`config.mk`:
```
export PLATFORM = sky130hd
export DESIGN_NAME = waypoint_sequencer
export DESIGN_NICKNAME = d
export VERILOG_FILES = /design/src/rtl/waypoint_sequencer_pkg.sv /design/src/rtl/waypoint_sequencer_ram.sv /design/src/rtl/waypoint_sequencer.sv
export SDC_FILE = /design/constraint.sdc
export NUM_CORES = 1
export LEC_CHECK = 0
export CAP_MARGIN = 25
export CELL_PAD_IN_SITES_DETAIL_PLACEMENT = 1
export CELL_PAD_IN_SITES_GLOBAL_PLACEMENT = 1
export CORE_MARGIN = 2
export CORE_UTILIZATION = 53
export CTS_CLUSTER_SIZE = 30
export DETAILED_ROUTE_END_ITERATION = 7
export PLACE_DENSITY_LB_ADDON = 0.08
export SYNTH_ARGS = -nofsm -noshare
export SYNTH_HDL_FRONTEND = slang
export SYNTH_SLANG_ARGS = --single-unit
```
`constraint.sdc`:
```
create_clock -name WAYPOINT_SEQ_CLOCK_50 -period 6.3 [get_ports WAYPOINT_SEQ_CLOCK_50]
set_input_delay 1.575 -clock WAYPOINT_SEQ_CLOCK_50 [delete_from_list [all_inputs] [get_ports WAYPOINT_SEQ_CLOCK_50]]
set_output_delay 1.575 -clock WAYPOINT_SEQ_CLOCK_50 [all_outputs]
set_load 0.02 [all_outputs]
```
`src/rtl/waypoint_sequencer_pkg.sv`:
```
// Shared constants for the waypoint sequencer: default coordinate format and FSM state encodings.
package waypoint_sequencer_pkg;

  localparam int N_WIDTH_DEF = 17;
  localparam int Q_WIDTH_DEF = 8;

  localparam logic [2:0] WPS_IDLE   = 3'd0;
  localparam logic [2:0] WPS_FETCH  = 3'd1;
  localparam logic [2:0] WPS_TRACK  = 3'd2;
  localparam logic [2:0] WPS_SETTLE = 3'd3;
  localparam logic [2:0] WPS_DONE   = 3'd4;

endpackage

```
`src/rtl/waypoint_sequencer_ram.sv`:
```
// Waypoint table: one write port, one registered read port. A write to the address being
// read in the same clock is forwarded, so a START issued alongside a write fetches the new entry.
module waypoint_sequencer_ram #(
  parameter int DEPTH  = 16,
  parameter int ADDR_W = 4,
  parameter int WIDTH  = 51
) (
  input  logic              clk,
  input  logic              we,
  input  logic [ADDR_W-1:0] wr_addr,
  input  logic [WIDTH-1:0]  wr_data,
  input  logic [ADDR_W-1:0] rd_addr,
  output logic [WIDTH-1:0]  rd_data
);

  logic [WIDTH-1:0] mem [DEPTH];

  always_ff @(posedge clk) begin
    if (we) begin
      mem[wr_addr] <= wr_data;
    end
    if (we && (wr_addr == rd_addr)) begin
      rd_data <= wr_data;
    end else begin
      rd_data <= mem[rd_addr];
    end
  end

endmodule

```
`src/rtl/waypoint_sequencer.sv`:
```
// Waypoint sequencer: drives stored (X, Y, THETA) targets and advances after the goal flag settles.
// Optional macro WAYPOINT_SEQ_LOOP_EN: wrap to waypoint 0 after the last one instead of finishing.
module waypoint_sequencer
  import waypoint_sequencer_pkg::*;
#(
  parameter int N_WIDTH       = N_WIDTH_DEF,
  parameter int Q_WIDTH       = Q_WIDTH_DEF,
  parameter int DEPTH         = 16,
  parameter int ADDR_W        = 4,
  parameter int SETTLE_CYCLES = 1000
) (
  input  logic                WAYPOINT_SEQ_CLOCK_50,
  input  logic                WAYPOINT_SEQ_RESET_InLow,
  input  logic                WAYPOINT_SEQ_START_InHigh,
  input  logic                WAYPOINT_SEQ_ABORT_InHigh,
  input  logic                WAYPOINT_SEQ_WR_EN_InHigh,
  input  logic [ADDR_W-1:0]   WAYPOINT_SEQ_WR_ADDR_InBus,
  input  logic [N_WIDTH-1:0]  WAYPOINT_SEQ_WR_X_InBus,
  input  logic [N_WIDTH-1:0]  WAYPOINT_SEQ_WR_Y_InBus,
  input  logic [N_WIDTH-1:0]  WAYPOINT_SEQ_WR_THETA_InBus,
  input  logic [ADDR_W:0]     WAYPOINT_SEQ_NUM_WP_InBus,
  input  logic [N_WIDTH-1:0]  WAYPOINT_SEQ_CURRENTX_InBus,
  input  logic [N_WIDTH-1:0]  WAYPOINT_SEQ_CURRENTY_InBus,
  input  logic [N_WIDTH-1:0]  WAYPOINT_SEQ_CURRENTTHETA_InBus,
  input  logic                WAYPOINT_SEQ_GOAL_InLow,
  output logic [N_WIDTH-1:0]  WAYPOINT_SEQ_TARGETX_OutBus,
  output logic [N_WIDTH-1:0]  WAYPOINT_SEQ_TARGETY_OutBus,
  output logic [N_WIDTH-1:0]  WAYPOINT_SEQ_TARGETTHETA_OutBus,
  output logic [ADDR_W-1:0]   WAYPOINT_SEQ_INDEX_OutBus,
  output logic                WAYPOINT_SEQ_BUSY_OutHigh,
  output logic                WAYPOINT_SEQ_DONE_OutHigh
);

  localparam int CNT_W  = $clog2(SETTLE_CYCLES + 1);
  localparam int WORD_W = 3 * N_WIDTH;

  // The fraction field must sit below the sign bit; nothing else here depends on Q_WIDTH.
  if (Q_WIDTH > N_WIDTH - 1) begin : g_bad_q_width
  end

  logic [2:0]         state_reg, state_next;
  logic [ADDR_W-1:0]  idx_reg, idx_next;
  logic [ADDR_W:0]    count_reg, count_next;
  logic [CNT_W-1:0]   settle_reg, settle_next;
  logic [N_WIDTH-1:0] tgt_x_reg, tgt_y_reg, tgt_th_reg;

  logic               idle_or_done;
  logic               wr_ok;
  logic               start_ok;
  logic [ADDR_W:0]    count_in;
  logic [ADDR_W:0]    idx_inc;
  logic [WORD_W-1:0]  rd_data;

  assign idle_or_done = (state_reg == WPS_IDLE) || (state_reg == WPS_DONE);
  assign wr_ok        = WAYPOINT_SEQ_WR_EN_InHigh && idle_or_done;
  assign start_ok     = WAYPOINT_SEQ_START_InHigh && idle_or_done && (WAYPOINT_SEQ_NUM_WP_InBus != '0);
  assign count_in     = (WAYPOINT_SEQ_NUM_WP_InBus > (ADDR_W+1)'(DEPTH)) ? (ADDR_W+1)'(DEPTH)
                                                                        : WAYPOINT_SEQ_NUM_WP_InBus;
  assign idx_inc      = {1'b0, idx_reg} + (ADDR_W+1)'(1);

  always_comb begin
    state_next  = state_reg;
    idx_next    = idx_reg;
    count_next  = count_reg;
    settle_next = settle_reg;
    if (WAYPOINT_SEQ_ABORT_InHigh) begin
      state_next  = WPS_IDLE;
      settle_next = '0;
    end else begin
      case (state_reg)
        WPS_IDLE, WPS_DONE: begin
          if (start_ok) begin
            state_next  = WPS_FETCH;
            idx_next    = '0;
            count_next  = count_in;
            settle_next = '0;
          end
        end
        WPS_FETCH: state_next = WPS_TRACK;
        WPS_TRACK: begin
          if (!WAYPOINT_SEQ_GOAL_InLow) begin
            state_next  = WPS_SETTLE;
            settle_next = CNT_W'(1);
          end
        end
        WPS_SETTLE: begin
          if (WAYPOINT_SEQ_GOAL_InLow) begin
            state_next  = WPS_TRACK;
            settle_next = '0;
          end else if (settle_reg == CNT_W'(SETTLE_CYCLES)) begin
            settle_next = '0;
            if (idx_inc < count_reg) begin
              idx_next   = idx_reg + ADDR_W'(1);
              state_next = WPS_FETCH;
            end else begin
`ifdef WAYPOINT_SEQ_LOOP_EN
              idx_next   = '0;
              state_next = WPS_FETCH;
`else
              state_next = WPS_DONE;
`endif
            end
          end else begin
            settle_next = settle_reg + CNT_W'(1);
          end
        end
        default: state_next = WPS_IDLE;
      endcase
    end
  end

  // Reading at idx_next lands the entry in rd_data by the time the FSM sits in FETCH.
  waypoint_sequencer_ram #(
    .DEPTH  (DEPTH),
    .ADDR_W (ADDR_W),
    .WIDTH  (WORD_W)
  ) u_ram (
    .clk     (WAYPOINT_SEQ_CLOCK_50),
    .we      (wr_ok),
    .wr_addr (WAYPOINT_SEQ_WR_ADDR_InBus),
    .wr_data ({WAYPOINT_SEQ_WR_X_InBus, WAYPOINT_SEQ_WR_Y_InBus, WAYPOINT_SEQ_WR_THETA_InBus}),
    .rd_addr (idx_next),
    .rd_data (rd_data)
  );

  always_ff @(posedge WAYPOINT_SEQ_CLOCK_50 or negedge WAYPOINT_SEQ_RESET_InLow) begin
    if (!WAYPOINT_SEQ_RESET_InLow) begin
      state_reg  <= WPS_IDLE;
      idx_reg    <= '0;
      count_reg  <= '0;
      settle_reg <= '0;
      tgt_x_reg  <= '0;
      tgt_y_reg  <= '0;
      tgt_th_reg <= '0;
    end else begin
      state_reg  <= state_next;
      idx_reg    <= idx_next;
      count_reg  <= count_next;
      settle_reg <= settle_next;
      if (state_reg == WPS_IDLE) begin
        tgt_x_reg  <= WAYPOINT_SEQ_CURRENTX_InBus;
        tgt_y_reg  <= WAYPOINT_SEQ_CURRENTY_InBus;
        tgt_th_reg <= WAYPOINT_SEQ_CURRENTTHETA_InBus;
      end else if (state_reg == WPS_FETCH) begin
        {tgt_x_reg, tgt_y_reg, tgt_th_reg} <= rd_data;
      end
    end
  end

  assign WAYPOINT_SEQ_TARGETX_OutBus     = tgt_x_reg;
  assign WAYPOINT_SEQ_TARGETY_OutBus     = tgt_y_reg;
  assign WAYPOINT_SEQ_TARGETTHETA_OutBus = tgt_th_reg;
  assign WAYPOINT_SEQ_INDEX_OutBus       = idx_reg;
  assign WAYPOINT_SEQ_BUSY_OutHigh       = (state_reg == WPS_FETCH) || (state_reg == WPS_TRACK) ||
                                           (state_reg == WPS_SETTLE);
`ifdef WAYPOINT_SEQ_LOOP_EN
  assign WAYPOINT_SEQ_DONE_OutHigh       = 1'b0;
`else
  assign WAYPOINT_SEQ_DONE_OutHigh       = (state_reg == WPS_DONE);
`endif

endmodule

```
# Yosys cells after proc, flatten, opt, wreduce, memory -nomap -nowiden
# Memories as Yosys holds them, arrays and structs flattened. A register that Yosys moved wholly into a read port is not among the register bits.
# Index checks and enable logic that the tools add are counted.
[word_totals]
elab_cells = 64
inputBits = 117
out_inout_bits = 57
ram_bits = 816
register_bits = 73
memories = 1
[memory_table]
columns = ["name", "depth", "width", "read_ports", "rd_ports_with_merged_regs", "wr", "line", "source"]
rows = [
  ["u_ram.mem", 16, 51, 1, 1, 1, "waypoint_sequencer_ram.sv:16", "logic [WIDTH-1:0] mem [DEPTH];"],
]
[classes]
n_eq_ne = 8
bitwise_logic = 1
muxes = 28
addsub = 3
order_cmp = 2
n_reduce_logical = 14
[ops]
columns = ["cell", "n"]
rows = [
  ["two-way mux 17 bit", 6],
  ["two-way mux 10 bit", 5],
  ["case mux 10 bit (3 select lines)", 1],
  ["two-way mux 4 bit", 5],
  ["two-way mux 3 bit", 6],
  ["case mux 3 bit (4 select lines)", 1],
  ["adder 10 x 1 -> 10 bit, second input constant", 1],
  ["== test 10 bit, second input constant", 1],
  ["AND reduction 3 bit", 3],
  ["case mux 4 bit (2 select lines)", 1],
  ["== test 3 x 2 -> 1 bit, second input constant", 2],
  ["!= test 3 bit, second input constant", 2],
  ["adder 4 x 1 -> 5 bit, second input constant", 1],
  ["> comparator 5 bit, second input constant", 1],
  ["less-than comparator 5 bit", 1],
  ["two-way mux 5 bit", 1],
  ["nonzero test 5 bit", 1],
  ["adder 4 x 1 -> 4 bit, second input constant", 1],
  ["!= test 4 bit, second input constant", 1],
  ["nonzero test 4 bit", 1],
  ["== test 3 x 1 -> 1 bit, second input constant", 1],
  ["== test 3 bit, second input constant", 1],
  ["logical AND 1 bit", 3],
  ["zero test 3 bit", 1],
  ["5 further kinds", 8],
]

# Depth between registers and ports, before layout
# Gate-level depths: netlist (run 1).
[logic_depth]
word_depth = 7
ltp_mapped = 9
depth_no_buf = 9

# Hierarchy
# A second synthesis (run 1) with hierarchy kept.
[hier_totals]
hier_cells = 1655
hier_area_um2 = 34423.0
[by_module_without_submodules]
columns = ["mod", "seq_area_each_um2", "n_inst", "area_each_um2", "cells_per_inst"]
rows = [
  ["waypoint_sequencer_ram", 24583.6, 1, 30670.7, 1273],
  ["waypoint_sequencer", 1826.8, 1, 3752.3, 382],
]

# Least setup slack after synthesis (run 1)
# Ideal clock, no wire load.
[synth_path]
kind = "input-to-reg"
startpoint = "input port WAYPOINT_SEQ_WR_ADDR_InBus[1]"
endpoint = "memory u_ram.mem[0][0] (enable)"
cell_stages = 2
t_arrival_ns = 5.490
setup_time_ns = 0.523
path_buffers = 0
required_ns = 5.777
path_slack_ns = 0.287
path_cell_list = "or3_1 > nor3_1"
[synth_rtl]
columns = ["item", "line", "source"]
rows = [
  ["from (decl)", "waypoint_sequencer.sv:17", "input logic [ADDR_W-1:0] WAYPOINT_SEQ_WR_ADDR_InBus,"],
  ["to (decl)", "waypoint_sequencer_ram.sv:16", ""],
]
# Straight into the memory's write port.

# Final worst setup path (run 1)
[layout_path]
startpoint = "register state_reg[1]"
endpoint = "output port WAYPOINT_SEQ_DONE_OutHigh"
[layout_between]
elab_chain_len = 1
[layout_lines]
columns = ["item", "line", "source"]
rows = [
  ["from (decl)", "waypoint_sequencer.sv:41", "logic [2:0] state_reg, state_next;"],
  ["from (signal assigned)", "waypoint_sequencer.sv:136", "state_reg <= state_next;"],
  ["== test 3 bit", "waypoint_sequencer.sv:159", "assign WAYPOINT_SEQ_DONE_OutHigh = (state_reg == WPS_DONE);"],
  ["to (decl)", "waypoint_sequencer.sv:31", "output logic WAYPOINT_SEQ_DONE_OutHigh"],
]
# Every way passes these cells.

==> results of run 1 <==
-- power groups by stage --
stage / clock (mW) / combinational, mW / sequential [mW]
after floorplan: 0 / 0.207 / 6.89
after global placement: 0 / 0.695 / 6.80
after detailed placement: 0 / 0.723 / 6.81
after CTS: 5.55 / 0.726 / 6.69
after global routing: 5.76 / 0.774 / 6.70
final: 5.46 / 0.718 / 6.69
-- cell usage after synthesis (9+ instances only) --
cell type / instances / area, µm²
edfxtp_1: 816 / 24500
dfrtp_1: 73 / 1827
a22oi_1: 102 / 765.7
nor2_1: 78 / 292.8
buf_6: 14 / 157.7
buf_2: 26 / 130.1
nand2b_1: 10 / 62.56
o21ai_0: 9 / 45.04
nand2_1: 17 / 63.81
mux4_2: 204 / 4594
clkbuf_1: 47 / 176.4
a21oi_1: 168 / 840.8
-- kinds of logic (layout without fill, tap and decap cells) --
logic type / after synthesis / after routing
flops: 893 / 893
compound gates: 298 / 298
mux: 205 / 205
simple gates: 144 / 144
buf+inv: 103 / 400
fa+ha+maj: 7 / 7
xor+xnor: 1 / 1
-- final cells by class --
cell class / instances / area share [%]
Clock buffer: 120 / 6.498
Tap cell: 855 / 2.669
Sequential cell: 893 / 65.90
Clock inverter: 55 / 1.186
Multi-Input combinational cell: 655 / 18.26
Timing Repair Buffer: 217 / 5.406
Inverter: 8 / 0.08115
-- per-stage QoR --
stage | hold slack, ps | cell area [µm²]
2_1_floorplan | 443.5 | 34130
3_3_place_gp | 465.8 | 36920
3_5_place_dp | 482.8 | 36960
4_1_cts | 500.7 | 40040
5_1_grt | 512.5 | 40090
6_report | 492.2 | 40090
-- per-layer routing --
metal	track usage [%]	share of wire [%]	vias to the layer above	wire (µm)
met4	5.861	1.9	0	1560
met5	0	0	-	0
met3	3.681	4.8	115	3914
li1	-	-	7323	-
met1	35.95	43	9384	34990
met2	41.23	50	493	40650
-- worst max-delay path by stage --
stage                                            end  slack (ps)
after floorplan            u_ram.mem[0][0]$_DFFE_PP_         290
after global placement    u_ram.mem[8][30]$_DFFE_PP_        1940
after detailed placement  u_ram.mem[8][38]$_DFFE_PP_        1910
after CTS                  WAYPOINT_SEQ_DONE_OutHigh        2300
after global routing       WAYPOINT_SEQ_DONE_OutHigh        2190
final                      WAYPOINT_SEQ_DONE_OutHigh        2280
-- worst max-delay path, delay by kind of cell (launching register included) --
family | cells | cell delay (ps)
flip-flops | 1 | 510
AND/OR/NAND/NOR | 2 | 710
buffers and inverters | 1 | 600
==> flow_summary.toml, run 1 <==
[pwr]
switching_power_mw = 2.722
power_frac_clock_pct = 42.4
power_density_mw_per_mm2 = 320.8
pwr-share-comb_pct = 5.6
p_int_mw = 10.14
p_leak_nw = 12.66
total_power_mw = 12.86
ir_drop_mv = 0.2484
sw_frac_of_total_pct = 21.16
seqPwrFrac_pct = 52.0

[drt]
vias = 17320
viasPerCell = 6.177
detail-route-antenna-nets = 0
dr.pass1.iters = 5
finalWirelength_mm = 81.11
drtIter0Drc = 1463
drt-wirelength-per-cell_um = 28.94
post-route-drc-count = 0

[logic_synthesis]
syn_nets = 1775
ys_seq_area_share_pct = 77.38
synth_edf_count = 816
synth_compound_area_share_pct = 5.279
synth_top_family_by_area = "multiplexers"
synthDistinctLibCells = 45
synthAdderAreaFrac_pct = 0.2566
synth_xor_xnor_area_share_pct = 0.02566
yosys_register_bits = 893
syn_area_per_cell_um2 = 20.67
synth_ff_type = "edfxtp_1"
ys_warn_count = 0
synthCells = 1651
yosys.area_share.simple_pct = 1.976
synth.area.mux_share_pct = 13.49
synth.cell_area_mm2 = 0.03413
async_flop_share_pct = 8.175

[finish]
seq_area_mm2 = 0.02642
top_register = "u_ram.mem"
mostFrequentLayoutCells = "816 x edfxtp_1, 204 x mux4_2, 172 x clkdlybuf4s50_1"
multi_input_area_mm2 = 0.007320
layout.nets = 1992
layout.cells.non_filler = 2803
nFillCells = 5272
fin_util_pct = 62.52
area_growth_pct = 17.45
drive_above_1_share_pct = 21.00
final_common_cell = "edfxtp_1"
antennaDiodeCount = 0
largest_reg_flops = 816

[sta]
setup_viol = 0
fmax_mhz = 248.5
final.period_utilization_pct = 63.88
period_needed_ps = 4024
worst_pin_slew_ps = 986.2
rsz0062_at_grt = "false"
finalSetupTns_ps = 0
slew_headroom_pct = 34.25
skew_ps = 21.23
final_max_slew_viol_count = 0
worst_slack_ps = 2276
finalHoldViolCount = 0

[critical_path]
r2r_slack_ps = 3190
critPathMaxStageDelay_ps = 600
crit_path_end_kind = "primary output"
cp_max_fo = 10
crit_path_start = "state_reg[1]$_DFFE_PN0P_"
cp_data_required_time_ps = 4720
cpMaxStageDelayCell = "clkdlybuf4s50_1"
start_kind = "flop"
r2r_start = "state_reg[1]$_DFFE_PN0P_"
critical_path_class = "flop to primary output"
worstReg2RegEnd = "u_ram.mem[13][13]$_DFFE_PP_"
worst-endpoint-arrival_ps = 2450
rr_worst_depth = 6
worstPathCellList = "nor2_1 > and2_1 > clkdlybuf4s50_1"

[hold_path]
min_path_cells = 2
hold_path_end = "count_reg[1]$_DFFE_PN0P_"
hold_start = "count_reg[1]$_DFFE_PN0P_"
hold_path.class = "flop to flop"

[clocking]
insertion_delay_ps = 630
htreeDepth = 3
clockRootBuffer = "clkbuf_16"
cts_setup_buffers = 0
post_cts_resized = 0
clk_pin_slew_ps = 60
cts_hold_buf = 0
clk_path_buf_depth = 3
cts_tree = "built"
cts_buffers = 93
clock-sinks = 893

[floorplanning]
die_h_um = 257.8
die_area_mm2 = 0.06645
row_count = 93
pin_count = 174
coreArea_mm2 = 0.06412
start_util_pct = 53.23
dieWidth_um = 257.8

[placement]
routabilityCongestion = 0.7449
pre_cts_slack_ps = 1913
numPortBuffers = 173
placedCellCount = 2626
dpl.hpwl_mm = 45.93

[job]
cap_violations = 0

[grt]
grt_pass1_wl_mm = 122.2
grt_max_degree = 83
grt_usage_pct = 25.01
grt_pass1_vias = 18690
antenna_found_initial = 0
grt_overflow_total = 0

[run_status]
outcome = "complete, no violations"
Note: power is estimated with default switching activity, not from simulation.
==> inputs of run 2 (changes only) <==
--- a/config.mk
+++ b/config.mk
@@ -9,7 +9,7 @@
 export CELL_PAD_IN_SITES_DETAIL_PLACEMENT = 1
 export CELL_PAD_IN_SITES_GLOBAL_PLACEMENT = 1
 export CORE_MARGIN = 2
-export CORE_UTILIZATION = 53
+export CORE_UTILIZATION = 47
 export CTS_CLUSTER_SIZE = 30
 export DETAILED_ROUTE_END_ITERATION = 7
 export PLACE_DENSITY_LB_ADDON = 0.08
==> constraint.sdc (replaced) <==
create_clock -name WAYPOINT_SEQ_CLOCK_50 -period 3.4 [get_ports WAYPOINT_SEQ_CLOCK_50]
set_input_delay 0.85 -clock WAYPOINT_SEQ_CLOCK_50 [delete_from_list [all_inputs] [get_ports WAYPOINT_SEQ_CLOCK_50]]
set_output_delay 0.85 -clock WAYPOINT_SEQ_CLOCK_50 [all_outputs]
set_load 0.02 [all_outputs]
==> run 2 against run 1 <==
Global-route usage shrank 3.2 points. Setup slack worse by 2000 ps. Clock-buffer cell count is 16 higher. Via count is 1.0% lower. Die area up 13%. Largest power group unchanged.
==> flow_summary.toml, run 2 (synthesized netlist as in run 1, its figures left out) <==
[run_status]
outcome = "complete, no violations"

[clocking]
insertion_delay_ps = 640
cts_tree = "built"
clk_pin_slew_ps = 60
clk_path_buf_depth = 3
cts_setup_buffers = 0
clockRootBuffer = "clkbuf_16"
post_cts_resized = 0
htreeDepth = 3
cts_buffers = 92
cts_hold_buf = 0
clock-sinks = 893

[pwr]
seqPwrFrac_pct = 52.6
p_leak_nw = 12.74
sw_frac_of_total_pct = 21.24
pwr-share-comb_pct = 5.7
ir_drop_mv = 0.4300
power_frac_clock_pct = 41.7
switching_power_mw = 4.998
p_int_mw = 18.53
power_density_mw_per_mm2 = 581.5

[sta]
holdWs_ps = 257.3
fmax_mhz = 319.3
worst_pin_slew_ps = 764.4
setup_viol = 0
finalSetupTns_ps = 0
skew_ps = 21.48
final_max_slew_viol_count = 0
slew_headroom_pct = 49.04
final.period_utilization_pct = 92.13
rsz0062_at_grt = "false"
period_needed_ps = 3132
finalHoldViolCount = 0

[drt]
finalWirelength_mm = 80.08
vias = 17140
drt-wirelength-per-cell_um = 27.52
detail-route-antenna-nets = 0
viasPerCell = 5.889
dr.pass1.iters = 5
post-route-drc-count = 0
drtIter0Drc = 1301

[placement]
routabilityCongestion = 0.7488
numPortBuffers = 173
placedCellCount = 2739
dpl.hpwl_mm = 45.25
place_area_mm2 = 0.03751

[floorplanning]
coreArea_mm2 = 0.07173
pin_count = 174
start_util_pct = 47.58
dieWidth_um = 273.5
row_count = 98
die_h_um = 273.5
die_area_mm2 = 0.07479

[critical_path]
crit_path_end_kind = "primary output"
critical_path_class = "flop to primary output"
cp_data_required_time_ps = 2550
cp_max_fo = 10
start_kind = "flop"
worst-endpoint-arrival_ps = 2280

[finish]
layout.nets = 2007
drive_above_1_share_pct = 21.43
final_common_cell = "edfxtp_1"
largest_reg_flops = 816
antennaDiodeCount = 0
nFillCells = 6139
area_growth_pct = 18.56
mostFrequentLayoutCells = "816 x edfxtp_1, 204 x mux4_2, 172 x clkdlybuf4s50_1"
final_area_mm2 = 0.04047
layout.cells.non_filler = 2910
top_register = "u_ram.mem"

[grt]
grt_pass1_vias = 18580
grt_pass1_wl_mm = 120.7
antenna_found_initial = 1
grt_usage_pct = 21.82
grt_max_degree = 74
grt_overflow_total = 0

[job]
cap_violations = 0

[hold_path]
hold_path.class = "input port to asynchronous set/reset pin"
-- run 2: cell types whose count changed in the layout (fill, tap and decap cells not counted), sizes merged --
cell	change
clkinv	-19
buf	+16
clkbuf	+16
bufinv	-3
inv	+3
clkinvlp	-1
-- run 2: area by class of cell --
| type | count | area, µm² | area share [%] |
|---|---|---|---|
| inverter | 8 | 32.53 | 0.08039 |
| clock buffer | 136 | 2630 | 6.499 |
| timing repair buffer | 233 | 2530 | 6.252 |
| clock inverter | 35 | 322.8 | 0.7977 |
| sequential | 893 | 26420 | 65.28 |
| multi-input combinational | 655 | 7345 | 18.15 |
| tap | 950 | 1189 | 2.937 |
-- run 2: worst max-delay path, cell delays in order, from the launching register on --
cell,delay [ps]
dfrtp_1,490
nor2_1,350
and2_1,200
clkdlybuf4s50_1,600
-- run 2: power groups by stage --
stage          clock [mW]  sequential (mW)  combinational, mW
2_1_floorplan           0             12.8              0.385
3_3_place_gp            0             12.6               1.33
3_5_place_dp            0             12.6               1.36
4_1_cts              10.0             12.4               1.37
5_1_grt              10.4             12.4               1.46
6_report             9.81             12.4               1.34
-- run 2: path summary, 6_finish.rpt --
kind | from | endpoint | slack (ps) | cells after the start
max in group asynchronous | WAYPOINT_SEQ_RESET_InLow | WAYPOINT_SEQ_TARGETTHETA_OutBus[8]$_DFFE_PN0P_ | 2740 | 2
worst max-delay path | state_reg[0]$_DFFE_PN0P_ | WAYPOINT_SEQ_DONE_OutHigh | 270 | 3
worst min-delay path | WAYPOINT_SEQ_RESET_InLow | WAYPOINT_SEQ_TARGETX_OutBus[3]$_DFFE_PN0P_ | 260 | 2
min in group WAYPOINT_SEQ_CLOCK_50 | count_reg[3]$_DFFE_PN0P_ | count_reg[3]$_DFFE_PN0P_ | 480 | 2
worst min register to register | count_reg[3]$_DFFE_PN0P_ | count_reg[3]$_DFFE_PN0P_ | 480 | 2
worst max register to register | state_reg[0]$_DFFE_PN0P_ | u_ram.mem[2][39]$_DFFE_PP_ | 820 | 4
-- run 2: metal layers --
layer | routed length (µm) | up-vias | GRT usage, %
li1 | - | 7360 | -
met1 | 35990 | 9228 | 32.34
met2 | 38660 | 446 | 34.58
met3 | 4009 | 101 | 3.465
met4 | 1415 | 2 | 4.803
met5 | 13 | - | 0
-- run 2: stage by stage --
stage / setup slack, ps / total power [mW] / utilization [%]
2_1_floorplan: -518.9 / 13.14 / -
3_3_place_gp: 367.2 / 13.92 / 52.30
3_5_place_dp: 305.4 / 13.97 / 52.30
4_1_cts: 251.8 / 23.80 / 56.41
5_1_grt: 151.2 / 24.28 / 56.41
6_report: 267.7 / 23.53 / 56.41
